**config.mk**
```make
export PLATFORM = sky130hd
export DESIGN_NAME = button_conditioner
export DESIGN_NICKNAME = d
export VERILOG_FILES = /design/src/rtl/clock_pkg.sv /design/src/rtl/btn_debounce.sv /design/src/rtl/button_conditioner.sv
export SDC_FILE = /design/constraint.sdc
export NUM_CORES = 1
export LEC_CHECK = 0
export ABC_AREA = 1
export BUFFER_PORTS_ARGS = -buffer_cell sky130_fd_sc_hd__buf_2
export CORE_ASPECT_RATIO = 0.75
export CORE_MARGIN = 10
export CORE_UTILIZATION = 62
export CTS_CLUSTER_DIAMETER = 80
export DETAILED_ROUTE_END_ITERATION = 16
export PLACE_DENSITY = 0.79
export SLEW_MARGIN = 30
export SYNTH_ARGS = -nofsm -noshare
export SYNTH_HDL_FRONTEND = slang
export SYNTH_SLANG_ARGS = --single-unit
```
**constraint.sdc**
```tcl
create_clock -name clk -period 4.9 [get_ports clk]
set_input_delay 0.49 -clock clk [delete_from_list [all_inputs] [get_ports clk]]
set_output_delay 0.49 -clock clk [all_outputs]
set_load 0.01 [all_outputs]
```
**src/rtl/clock_pkg.sv**
```systemverilog
// Shared clock constants, ms-to-cycle conversion and the
// auto-repeat state encoding for the button front end.
package clock_pkg;

  localparam int CLK_HZ_DEF = 50_000_000;

  typedef enum logic [1:0] {
    RPT_IDLE,
    RPT_DELAY,
    RPT_REPEAT
  } rpt_state_t;

  function automatic int ms_to_cycles(
    input int hz,
    input int ms
  );
    return hz / 1000 * ms;
  endfunction

endpackage

```
**src/rtl/btn_debounce.sv**
```systemverilog
// One button: 2-flop synchroniser, counting debouncer and
// registered rising-edge press pulse.
module btn_debounce #(
  parameter int DB_CYC = 4
) (
  input  logic clk,
  input  logic reset,
  input  logic raw,
  output logic lvl,
  output logic pulse
);

  localparam int CW = (DB_CYC > 1) ? $clog2(DB_CYC) : 1;

  logic          s1;
  logic          s2;
  logic          lvl_d;
  logic [CW-1:0] cnt;

  always_ff @(posedge clk or posedge reset) begin
    if (reset) begin
      s1    <= 1'b0;
      s2    <= 1'b0;
      lvl   <= 1'b0;
      lvl_d <= 1'b0;
      pulse <= 1'b0;
      cnt   <= '0;
    end else begin
      s1    <= raw;
      s2    <= s1;
      lvl_d <= lvl;
      pulse <= lvl & ~lvl_d;
      // any bounce back to the accepted level restarts the window
      if (s2 == lvl) begin
        cnt <= '0;
      end else if (cnt == CW'(DB_CYC - 1)) begin
        lvl <= s2;
        cnt <= '0;
      end else begin
        cnt <= cnt + CW'(1);
      end
    end
  end

endmodule

```
**src/rtl/button_conditioner.sv**
```systemverilog
// Five-button conditioner: debounced levels and press pulses;
// up/down auto-repeat when BTN_AUTO_REPEAT_EN is defined.
module button_conditioner
  import clock_pkg::*;
#(
  parameter int CLK_HZ          = CLK_HZ_DEF,
  parameter int DEBOUNCE_MS     = 20,
  parameter int REPEAT_DELAY_MS = 500,
  parameter int REPEAT_RATE_MS  = 100
) (
  input  logic clk,
  input  logic reset,
  input  logic btn_up,
  input  logic btn_down,
  input  logic btn_left,
  input  logic btn_right,
  input  logic btn_start,
  output logic up,
  output logic down,
  output logic left,
  output logic right,
  output logic start,
  output logic up_lvl,
  output logic down_lvl,
  output logic left_lvl,
  output logic right_lvl,
  output logic start_lvl
);

  localparam int DB_CYC = ms_to_cycles(CLK_HZ, DEBOUNCE_MS);
  localparam int RD_CYC =
    ms_to_cycles(CLK_HZ, REPEAT_DELAY_MS);
  localparam int RR_CYC =
    ms_to_cycles(CLK_HZ, REPEAT_RATE_MS);

  if (DB_CYC < 1 || RD_CYC < 1 || RR_CYC < 1) begin : gen_cfg_err
    $error("button_conditioner: cycle counts must be >= 1");
  end

  logic [4:0] raw;
  logic [4:0] lvl;
  logic [4:0] press;
  logic [4:0] pulse;

  assign raw = {btn_start, btn_right, btn_left,
                btn_down, btn_up};

  for (genvar i = 0; i < 5; i++) begin : gen_btn
    btn_debounce #(
      .DB_CYC (DB_CYC)
    ) u_db (
      .clk   (clk),
      .reset (reset),
      .raw   (raw[i]),
      .lvl   (lvl[i]),
      .pulse (press[i])
    );
  end

`ifdef BTN_AUTO_REPEAT_EN
  localparam int RMAX = (RD_CYC > RR_CYC) ? RD_CYC : RR_CYC;
  localparam int RW   = (RMAX > 1) ? $clog2(RMAX) : 1;

  logic [1:0] rpt;
  logic       both;

  // holding up and down together is treated as a conflict
  assign both = lvl[0] & lvl[1];

  for (genvar g = 0; g < 2; g++) begin : gen_rpt
    rpt_state_t    st;
    rpt_state_t    st_n;
    logic [RW-1:0] cnt;
    logic [RW-1:0] cnt_n;
    logic          fire;

    always_ff @(posedge clk or posedge reset) begin
      if (reset) begin
        st  <= RPT_IDLE;
        cnt <= '0;
      end else begin
        st  <= st_n;
        cnt <= cnt_n;
      end
    end

    always_comb begin
      st_n  = st;
      cnt_n = cnt;
      fire  = 1'b0;
      if (!lvl[g] || both) begin
        st_n  = RPT_IDLE;
        cnt_n = '0;
      end else begin
        unique case (st)
          RPT_IDLE: begin
            if (press[g]) begin
              st_n  = RPT_DELAY;
              cnt_n = '0;
            end
          end
          RPT_DELAY: begin
            if (cnt == RW'(RD_CYC - 1)) begin
              fire  = 1'b1;
              st_n  = RPT_REPEAT;
              cnt_n = '0;
            end else begin
              cnt_n = cnt + RW'(1);
            end
          end
          RPT_REPEAT: begin
            if (cnt == RW'(RR_CYC - 1)) begin
              fire  = 1'b1;
              cnt_n = '0;
            end else begin
              cnt_n = cnt + RW'(1);
            end
          end
          default: begin
            st_n  = RPT_IDLE;
            cnt_n = '0;
          end
        endcase
      end
    end

    assign rpt[g] = fire;
  end

  assign pulse = press | {3'b000, rpt};
`else
  assign pulse = press;
`endif

  assign up        = pulse[0];
  assign down      = pulse[1];
  assign left      = pulse[2];
  assign right     = pulse[3];
  assign start     = pulse[4];
  assign up_lvl    = lvl[0];
  assign down_lvl  = lvl[1];
  assign left_lvl  = lvl[2];
  assign right_lvl = lvl[3];
  assign start_lvl = lvl[4];

endmodule
```
==> results of run 1 <==
-- power by group --
group	switching (W)	internal, W
clock	0.000462	0.000916
sequential	0.0000120	0.00105
combinational	0.0000477	0.0000164
-- cell usage in the layout, fill, tap and decap left out, types with 3 or more instances in the layout --
master       n
clkbuf_16   17
nand2_2     10
inv_1       64
inv_2        3
a21oi_1     10
nand4_1     11
ha_1         5
nor3b_1      4
xnor2_1     19
nor3_1       9
buf_2       16
clkinv_4     3
dfrtp_1    125
clkinv_2     3
nand3_4      3
nand2_1    137
nor2_1     218
o21ai_0      8
nand3_1     81
and2_1       3
nor2_4       7
nor2_2       8
bufinv_16    5
xor2_1      33
-- state kept, by name (all words and copies together), names as in the netlist --
register,cells
gen_btn.u_db.cnt,100
gen_btn.u_db.s1,5
gen_btn.u_db.lvl_d,5
gen_btn.u_db.lvl,5
gen_btn.u_db.s2,5
gen_btn.u_db.pulse,5
-- cells in the mapped netlist, drive strengths merged, types with 2 or more instances --
master and instances:
nor2 233, nand2 147, dfrtp 125, nand3 85, inv 68, xor2 35, xnor2 20, nor3 13
a21oi 11, nand4 11, o21ai 10, ha 5, nor3b 4, and2 3, buf 2, nand3b 2
o21bai 2
-- layout make-up --
type	count	area share
flip-flops and latches	125	0.433
clock buffers	18	0.0608
clock inverters	14	0.0298
multi-input cells	583	0.405
well taps	132	0.0229
repair buffers	17	0.0121
inverters	68	0.0360
-- worst paths after layout --
path | slack (ns) | end
worst max-delay path | 3.26 | gen_btn[3].u_db.cnt[9]
worst min-delay path | 0.18 | gen_btn[4].u_db.s1
worst max register to register | 3.26 | gen_btn[3].u_db.cnt[9]
worst min register to register | 0.35 | gen_btn[1].u_db.s2
max in group asynchronous | 3.74 | gen_btn[0].u_db.cnt[4]
min in group asynchronous | 0.23 | gen_btn[4].u_db.s1
-- metrics by stage --
stage                util  power, W
floorplan               -   0.00112
CTS                 0.736   0.00252
detailed placement  0.669   0.00114
global route        0.736   0.00258
global placement    0.669   0.00114
finish              0.736   0.00250
-- kinds of logic after synthesis --
family | synth area share
buffers and inverters | 0.0420
flip-flops | 0.495
XOR/XNOR | 0.0798
AO/OA/AOI/OAI | 0.0216
adder cells (fa/ha/maj) | 0.00990
AND/OR/NAND/NOR | 0.352
-- routing by layer --
layer	vias to the layer above	share of wire	wire length, um
li1	2538	-	-
met1	2446	0.48	6390
met2	135	0.45	5950
met3	20	0.051	678
met4	0	0.012	157
met5	-	0	0
-- worst max-delay path, delay by kind of cell, from the launching register on --
family | cells | cell delay, ns
DFF | 1 | 0.37
and+or+nand+nor | 5 | 0.92
adders and majority gates | 1 | 0.23
==> run_results.csv, run 1 <==
group,metric,value,unit
power_and_ir_drop,power_density,346,nW/um2
critical_path,r2r_cells,6,
worst_hold_path,holdCritStartpoint,"btn_start",
global_routing,grt_overflow_total,0,
yosys,synth_ff_type,"dfrtp_1",
yosys,synth-edff-count,0,
yosys,synth_cell_type_count,31,
yosys,synth_fp_nets,790,
global_routing,grt_pass1_vias,5034,
global_routing,grt_max_degree,93,
job,maxCapViolations,0,
outcome,status,"completed",
timing,rsz0062_at_grt,"false",
critical_path,crit_fanout,7,
layout,fin_cells,957,
clock_tree,cts_setup_buffers,0,
critical_path,cp_common_cell,"nand3_1",
global_routing,grt_usage,0.194,
global_routing,grt_use_met3,0.0462,
layout,synthToLayoutAreaGrowth,14.3,%
yosys,synth-seq-cells,125,
layout,drive_above_1_share,0.109,
clock_tree,cts_tree,"built",
placement,port_buffers,16,
yosys,ys_seq_area_frac,0.495,
layout,fin_area,7220,um2
yosys,netlist_instances,778,
placement,dpl-instance-area,6570,um2
timing,period_minus_slack,1.64,ns
layout,fin_nets,824,
layout,antenna_cells,0,
global_routing,grt_pass1_wl,23300,um
clock_tree,clock-sinks,125,
layout,multi_input_area,2930,um2
die,io_pins,17,
die,start_util,0.644,
timing,hold_slack,0.176,ns
power_and_ir_drop,power.leakage,3.11,nW
die,fp.dieW,137,um
clock_tree,path_clk_slew,0.06,ns
critical_path,crit_type,"register to register",
clock_tree,hold_buffers,0,
timing,relSlewSlack,0.477,
global_routing,antenna_found_initial,0,
detailed_routing,ant_nets,0,
critical_path,max_stage_delay,0.37,ns
placement,place_inst,925,
critical_path,r2r_start,"gen_btn[3].u_db.cnt[0]",
yosys,async_flop_share,1.00,
yosys,synth.area.top_cells,"dfrtp_1, nor2_1, nand2_1",
critical_path,crit_required,5.20,ns
timing,worst_slew_pin_slew,0.784,ns
critical_path,cp-start-kind,"register",
worst_hold_path,hold_depth,1,
clock_tree,cts.path.max_buffers,2,
timing,setup_violations,0,
critical_path,worstSetupEndpointType,"register",
detailed_routing,drc_errors,0,
yosys,avgSynthCellArea,8.12,um2
yosys,yosysWarnings,0,
critical_path,slowest_stage,"dfrtp_1",
critical_path,path_cells,"ha_1, nand3_1, nor2_2, nand3_1, nand2_2, nor2_1",
detailed_routing,drt-wirelength-per-cell,13.8,um
timing,max_freq,611,MHz
global_routing,grtUsageMet2,0.292,
detailed_routing,vias,5139,
timing,clock_skew,0.00679,ns
die,core,9810,um2
yosys,syn_area,6320,um2
yosys,synth.top_cell.area_share,0.495,
placement,routabilityCongestion,0.971,
clock_tree,cts.htree.levels,4,
critical_path,startpoint,"gen_btn[3].u_db.cnt[0]",
power_and_ir_drop,vdd_ir_drop_max,0.000277,V
die,rows,31,
detailed_routing,avgViaCountPerCell,5.37,
clock_tree,cts_resized,0,
worst_hold_path,hold_path.class,"input port to register",
clock_tree,cts_made_buffers,17,
yosys,post-synth-top-area-cell,"dfrtp_1",
clock_tree,clk_latency,0.41,ns
timing,setup_tns,0,ns
placement,place_hpwl,9220,um
timing,finalCritPeriodShare,0.334,
die,fp.dieArea,14700,um2
timing,layout_setup_ws,3.26,ns
layout,register_area,3130,um2
global_routing,gr-usage-met1,0.267,
clock_tree,cts_root_buf,"clkbuf_16",
placement,preCtsSetupSlack,3.22,ns
detailed_routing,wl,13200,um
timing,slew_violations,0,
detailed_routing,initialDrtViolationCount,527,
global_routing,top_usage_layer,"met2",
layout,nFillCells,719,
timing,hold_viol,0,
detailed_routing,first_pass_iters,5,
critical_path,worstPathArrival,1.93,ns
die,die_h,107,um
No activity file was read; power rests on OpenSTA's default activity.
==> run 2, diff against run 1 <==
clock period = 1.6 ns   (was 4.9 ns; I/O delays follow)
==> run 2 against run 1 <==
Sequential power grew to 3.1 times the previous value. Clock skew is 0.0025 ns higher. Sequential share of layout area down 0.85 points. Register-to-register slack got worse by 3.2 ns. Clock power grew to 2.6 times the previous value. Global-route usage grew 0.44 points. Routed wire length is 5.3% higher. Total power increased to 2.8 times the previous value. Largest cell class unchanged. Setup slack got worse by 3.2 ns. Core utilization rose by 1.5 points. Maximum frequency grew 9.3%.
==> run_results.csv, run 2 (synthesis gave the netlist of run 1 again) <==
group,metric,value,unit
outcome,status,"completed",
placement,preCtsSetupSlack,0.0662,ns
critical_path,worstSetupEndpointType,"register",
placement,place_hpwl,9890,um
clock_tree,cts_tree,"built",
detailed_routing,first_pass_iters,7,
global_routing,antenna_found_initial,0,
critical_path,slowest_stage,"dfrtp_1",
power_and_ir_drop,power.leakage,3.16,nW
layout,drive_above_1_share,0.133,
layout,layout_commonest_cell,"nor2_1",
die,die_h,107,um
clock_tree,cts.htree.levels,4,
timing,layout_setup_ws,0.102,ns
timing,worst_slew_pin_slew,0.503,ns
critical_path,critPathTopFamily,"simple AND/OR/NAND/NOR gates",
critical_path,cp.buffers_inverters,1,
timing,relSlewSlack,0.664,
critical_path,crit_type,"register to register",
power_and_ir_drop,power_frac_comb,0.035,
clock_tree,cts_made_buffers,17,
layout,antenna_cells,0,
job,maxCapViolations,0,
timing,hold_slack,0.327,ns
detailed_routing,ant_nets,0,
clock_tree,cts_root_buf,"clkbuf_16",
detailed_routing,drc_errors,0,
layout,final_cell_mix,"nor2_1, nand2_1, dfrtp_1",
critical_path,r2r_start,"gen_btn[4].u_db.cnt[0]",
critical_path,crit_fanout,6,
global_routing,grt_overflow_total,0,
power_and_ir_drop,power.internal,0.00554,W
critical_path,worst_r2r_endpoint,"gen_btn[4].u_db.cnt[14]",
die,fp.dieW,137,um
clock_tree,clk_latency,0.42,ns
timing,finalCritPeriodShare,0.936,
global_routing,grt_max_degree,26,
critical_path,cp-start-kind,"register",
clock_tree,cts.path.max_buffers,2,
placement,port_buffers,16,
clock_tree,clock-sinks,125,
die,rows,31,
power_and_ir_drop,p_sw_frac,0.216,
timing,slew_violations,0,
power_and_ir_drop,sequentialPowerShare,0.460,
die,io_pins,17,
global_routing,grt_pass1_wl,23600,um
layout,top_register,"gen_btn.u_db.cnt",
die,start_util,0.644,
critical_path,worstPathArrival,1.80,ns
timing,period_minus_slack,1.50,ns
layout,nFillCells,706,
power_and_ir_drop,vdd_ir_drop_max,0.000797,V
detailed_routing,wl,13900,um
critical_path,crit_required,1.90,ns
critical_path,path_cells,"ha_2, nand2_1, nor2_4, nand2_2, nor2_4, a21oi_2, buf_4, nand2_1, nor2_1",
global_routing,grt_usage,0.199,
timing,max_freq,667,MHz
power_and_ir_drop,power_density,959,nW/um2
detailed_routing,vias,5318,
detailed_routing,avgViaCountPerCell,5.47,
critical_path,r2r_setup_slack,0.10,ns
timing,setup_violations,0,
layout,synthToLayoutAreaGrowth,16.6,%
clock_tree,path_clk_slew,0.05,ns
worst_hold_path,hold_path.class,"input port to async pin",
power_and_ir_drop,switchingPower,0.00152,W
global_routing,grt_pass1_vias,5048,
layout,largest_reg_flops,100,
power_and_ir_drop,pwr-share-clk,0.506,
critical_path,max_stage_delay,0.37,ns
detailed_routing,initialDrtViolationCount,632,
layout,fin_nets,842,
timing,clock_skew,0.00929,ns
timing,hold_viol,0,
detailed_routing,drt-wirelength-per-cell,14.3,um
die,core,9810,um2
critical_path,r2r_cells,9,
die,fp.dieArea,14700,um2
placement,routabilityCongestion,0.987,
==> run 2: cell types whose count changed in the layout (fill, tap and decap cells not counted), sizes merged <==
cell	change
clkbuf	+7
clkinv	-2
inv	-2
buf	+12
dlygate4sd3	+6
bufinv	-5
==> run 2: area by class of cell <==
cell class / instances / area [um2] / area share
Clock buffer: 25 / 526 / 0.0714
Tap cell: 132 / 165 / 0.0224
Multi-Input combinational cell: 583 / 2980 / 0.405
Sequential cell: 125 / 3130 / 0.425
Clock inverter: 5 / 31.3 / 0.00425
Timing Repair Buffer: 35 / 275 / 0.0374
Inverter: 68 / 259 / 0.0352
==> run 2: repair_timing <==
item | 4_1_cts | 5_1_grt
setup buffers | 0 | 1
hold buffers | 6 | 0
pin swaps | 0 | 2
cloned | 0 | 0
setup endpoints to repair | 6 | 43
hold endpoints to repair | 19 | 0
gates resized for setup | 1 | 15
==> run 2: how the worst max path moves through the flow <==
stage                      startpoint                       to  slack, ns  depth (start not counted)
6_report       gen_btn[4].u_db.cnt[0]  gen_btn[4].u_db.cnt[14]       0.10                          9
5_1_grt        gen_btn[4].u_db.cnt[0]  gen_btn[4].u_db.cnt[17]      -0.03                          9
4_1_cts        gen_btn[0].u_db.cnt[0]   gen_btn[0].u_db.cnt[5]       0.03                          6
3_5_place_dp   gen_btn[4].u_db.cnt[0]  gen_btn[4].u_db.cnt[16]       0.07                          7
3_3_place_gp   gen_btn[0].u_db.cnt[0]   gen_btn[0].u_db.cnt[9]       0.11                          6
2_1_floorplan                   reset   gen_btn[0].u_db.cnt[0]       -0.1                          1
==> run 2: power groups by stage <==
stage | combinational (W) | clock [W] | sequential (W)
after floorplan | 0.000147 | 0 | 0.00329
after global placement | 0.000222 | 0 | 0.00329
after detailed placement | 0.000231 | 0 | 0.00330
after CTS | 0.000249 | 0.00360 | 0.00324
after global routing | 0.000281 | 0.00375 | 0.00325
final | 0.000247 | 0.00357 | 0.00325
==> run 2: metrics by stage <==
stage | cells | TNS (ns) | instance area, um2 | utilization | total power (W)
floorplan | 778 | -12.41 | 6320 | - | 0.00344
global placement | 936 | 0 | 6690 | 0.681 | 0.00352
detailed placement | 936 | 0 | 6690 | 0.681 | 0.00353
CTS | 972 | 0 | 7300 | 0.744 | 0.00709
global route | 973 | -0.0564 | 7360 | 0.750 | 0.00728
finish | 973 | 0 | 7360 | 0.750 | 0.00706
==> run 2: worst min-delay path: stages <==
cell and delay, ns:
dlygate4sd3_1 0.53, buf_2 0.13, clkinvlp_4 0.35
==> run 2: routing by layer <==
layer	GRT usage	routed length, um
met4	0.0728	162
met3	0.0485	1010
met1	0.271	6290
met5	0	0
met2	0.301	6410
==> run 3, diff against run 2 <==
clock period = 1.64 ns   (was 1.6 ns; I/O delays follow)
==> run 3 against run 2 <==
Sequential power decreased by 2%. Core utilization unchanged. Clock power increased by 12%. Cell count decreased by 0.62%. Largest cell class unchanged. Die area unchanged. Routed wire length decreased by 1.6%. Total power increased by 4.5%. Register-to-register slack improved by 0.02 ns.
==> run_results.csv, run 3 (synthesis gave the netlist of run 1 again) <==
group,metric,value,unit
timing,clock_skew,0.0130,ns
critical_path,worstSetupEndpointType,"register",
power_and_ir_drop,p_sw_frac,0.206,
die,io_pins,17,
die,rows,31,
power_and_ir_drop,power_density,1000,nW/um2
critical_path,worstPathArrival,1.82,ns
timing,relSlewSlack,0.672,
power_and_ir_drop,switchingPower,0.00152,W
detailed_routing,ant_nets,0,
power_and_ir_drop,power.leakage,3.16,nW
clock_tree,cts_root_buf,"clkbuf_16",
critical_path,cp-start-kind,"register",
detailed_routing,drt-wirelength-per-cell,14.1,um
detailed_routing,drc_errors,0,
layout,layout_commonest_cell,"nor2_1",
outcome,status,"completed",
critical_path,slowest_stage,"dfrtp_1",
die,start_util,0.644,
critical_path,crit_fanout,4,
global_routing,grt_pass1_vias,5049,
layout,top_register,"gen_btn.u_db.cnt",
detailed_routing,wl,13600,um
die,fp.dieW,137,um
power_and_ir_drop,power_frac_comb,0.031,
power_and_ir_drop,sequentialPowerShare,0.429,
layout,final_util,0.750,
placement,port_buffers,16,
timing,max_freq,657,MHz
critical_path,critPathTopFamily,"simple AND/OR/NAND/NOR gates",
detailed_routing,vias,5235,
layout,largest_reg_flops,100,
layout,fin_nets,834,
timing,setup_violations,0,
layout,antenna_cells,0,
power_and_ir_drop,pwr-share-clk,0.540,
die,die_h,107,um
clock_tree,cts_made_buffers,17,
critical_path,crit_required,1.94,ns
die,core,9810,um2
detailed_routing,first_pass_iters,5,
placement,routabilityCongestion,0.986,
global_routing,grt_overflow_total,0,
clock_tree,clock-sinks,125,
timing,slew_violations,0,
clock_tree,cts.path.max_buffers,2,
placement,dpl-instance-area,6630,um2
die,fp.dieArea,14700,um2
placement,place_hpwl,9440,um
global_routing,grt_usage,0.197,
critical_path,r2r_setup_slack,0.12,ns
timing,finalCritPeriodShare,0.928,
clock_tree,cts_setup_buffers,0,
layout,drive_above_1_share,0.121,
global_routing,antenna_found_initial,0,
detailed_routing,avgViaCountPerCell,5.41,
timing,period_minus_slack,1.52,ns
power_and_ir_drop,power.internal,0.00586,W
power_and_ir_drop,vdd_ir_drop_max,0.000776,V
timing,worst_slew_pin_slew,0.491,ns
global_routing,grt_max_degree,43,
critical_path,cp.buffers_inverters,1,
detailed_routing,initialDrtViolationCount,459,
clock_tree,path_clk_slew,0.06,ns
job,maxCapViolations,0,
global_routing,grt_pass1_wl,23500,um
critical_path,max_stage_delay,0.37,ns
critical_path,path_cells,"ha_1, nand2_1, nor2_2, nand3_1, inv_1, nand2_1, nor2_1, nor2_1",
timing,setup_tns,0,ns
layout,synthToLayoutAreaGrowth,16.6,%
layout,final_cell_mix,"nor2_1, nand2_1, dfrtp_1",
worst_hold_path,hold_path.class,"input port to async pin",
critical_path,crit_type,"register to register",
clock_tree,cts.htree.levels,4,
layout,fin_area,7360,um2
clock_tree,cts_tree,"built",
clock_tree,clk_latency,0.42,ns
timing,hold_viol,0,
==> run 3: per-stage QoR <==
step | hold WS [ns] | instances | worst slack (ns) | power (W)
finish | 0.336 | 967 | 0.117 | 0.00738
floorplan | 0.195 | 778 | -0.0633 | 0.00335
CTS | 0.343 | 967 | 0.0167 | 0.00742
detailed placement | 0.224 | 929 | 0.0494 | 0.00343
global placement | 0.217 | 929 | 0.121 | 0.00342
global route | 0.362 | 967 | -0.0171 | 0.00760
==> run 3: area by class of cell <==
cell class                 count  area (um2)
clock inverter                11         164
clock buffer                  21         470
inverter                      68         259
tap                          132         165
fill                         713        2450
timing repair buffer          27         215
multi-input combinational    583        2960
sequential                   125        3130
==> run 3: power by group through the flow <==
stage | Sequential [W] | Clock, W | Combinational [W]
floorplan | 0.00321 | 0 | 0.000143
global placement | 0.00321 | 0 | 0.000204
detailed placement | 0.00322 | 0 | 0.000214
CTS | 0.00316 | 0.00403 | 0.000230
global route | 0.00317 | 0.00417 | 0.000260
finish | 0.00317 | 0.00399 | 0.000227
==> run 3: per-layer routing <==
layer,vias to the layer above,part of all wire,track usage,routed length [um]
met3,29,0.064,0.0457,879
met4,0,0.017,0.0781,237
li1,2542,-,-,-
met5,-,0,0,0
met2,167,0.47,0.304,6410
met1,2497,0.45,0.262,6110
==> run 3: worst register-to-register path, stage by stage (launching register included) <==
cell and delay [ns]:
dfrtp_1 0.37, ha_1 0.22, nand2_1 0.10, nor2_2 0.16
nand3_1 0.19, inv_1 0.15, nand2_1 0.07, nor2_1 0.10
nor2_1 0.06
==> run 3: final timing paths <==
kind | start | end | cells past startpoint
max reg2reg | gen_btn[3].u_db.cnt[0] | gen_btn[3].u_db.cnt[16] | 8
min | reset | gen_btn[4].u_db.cnt[1] | 3
max | gen_btn[3].u_db.cnt[0] | gen_btn[3].u_db.cnt[16] | 8
max in group asynchronous | reset | gen_btn[0].u_db.cnt[2] | 4
min reg2reg | gen_btn[3].u_db.s1 | gen_btn[3].u_db.s2 | 0
min in group clk | gen_btn[3].u_db.s1 | gen_btn[3].u_db.s2 | 0
==> run 3: timing repair <==
item | in CTS | in global routing
endpoints found under the hold margin | 21 | 0
resized for setup | 0 | 10
setup endpoints to repair | 0 | 39
hold buffers | 6 | 0
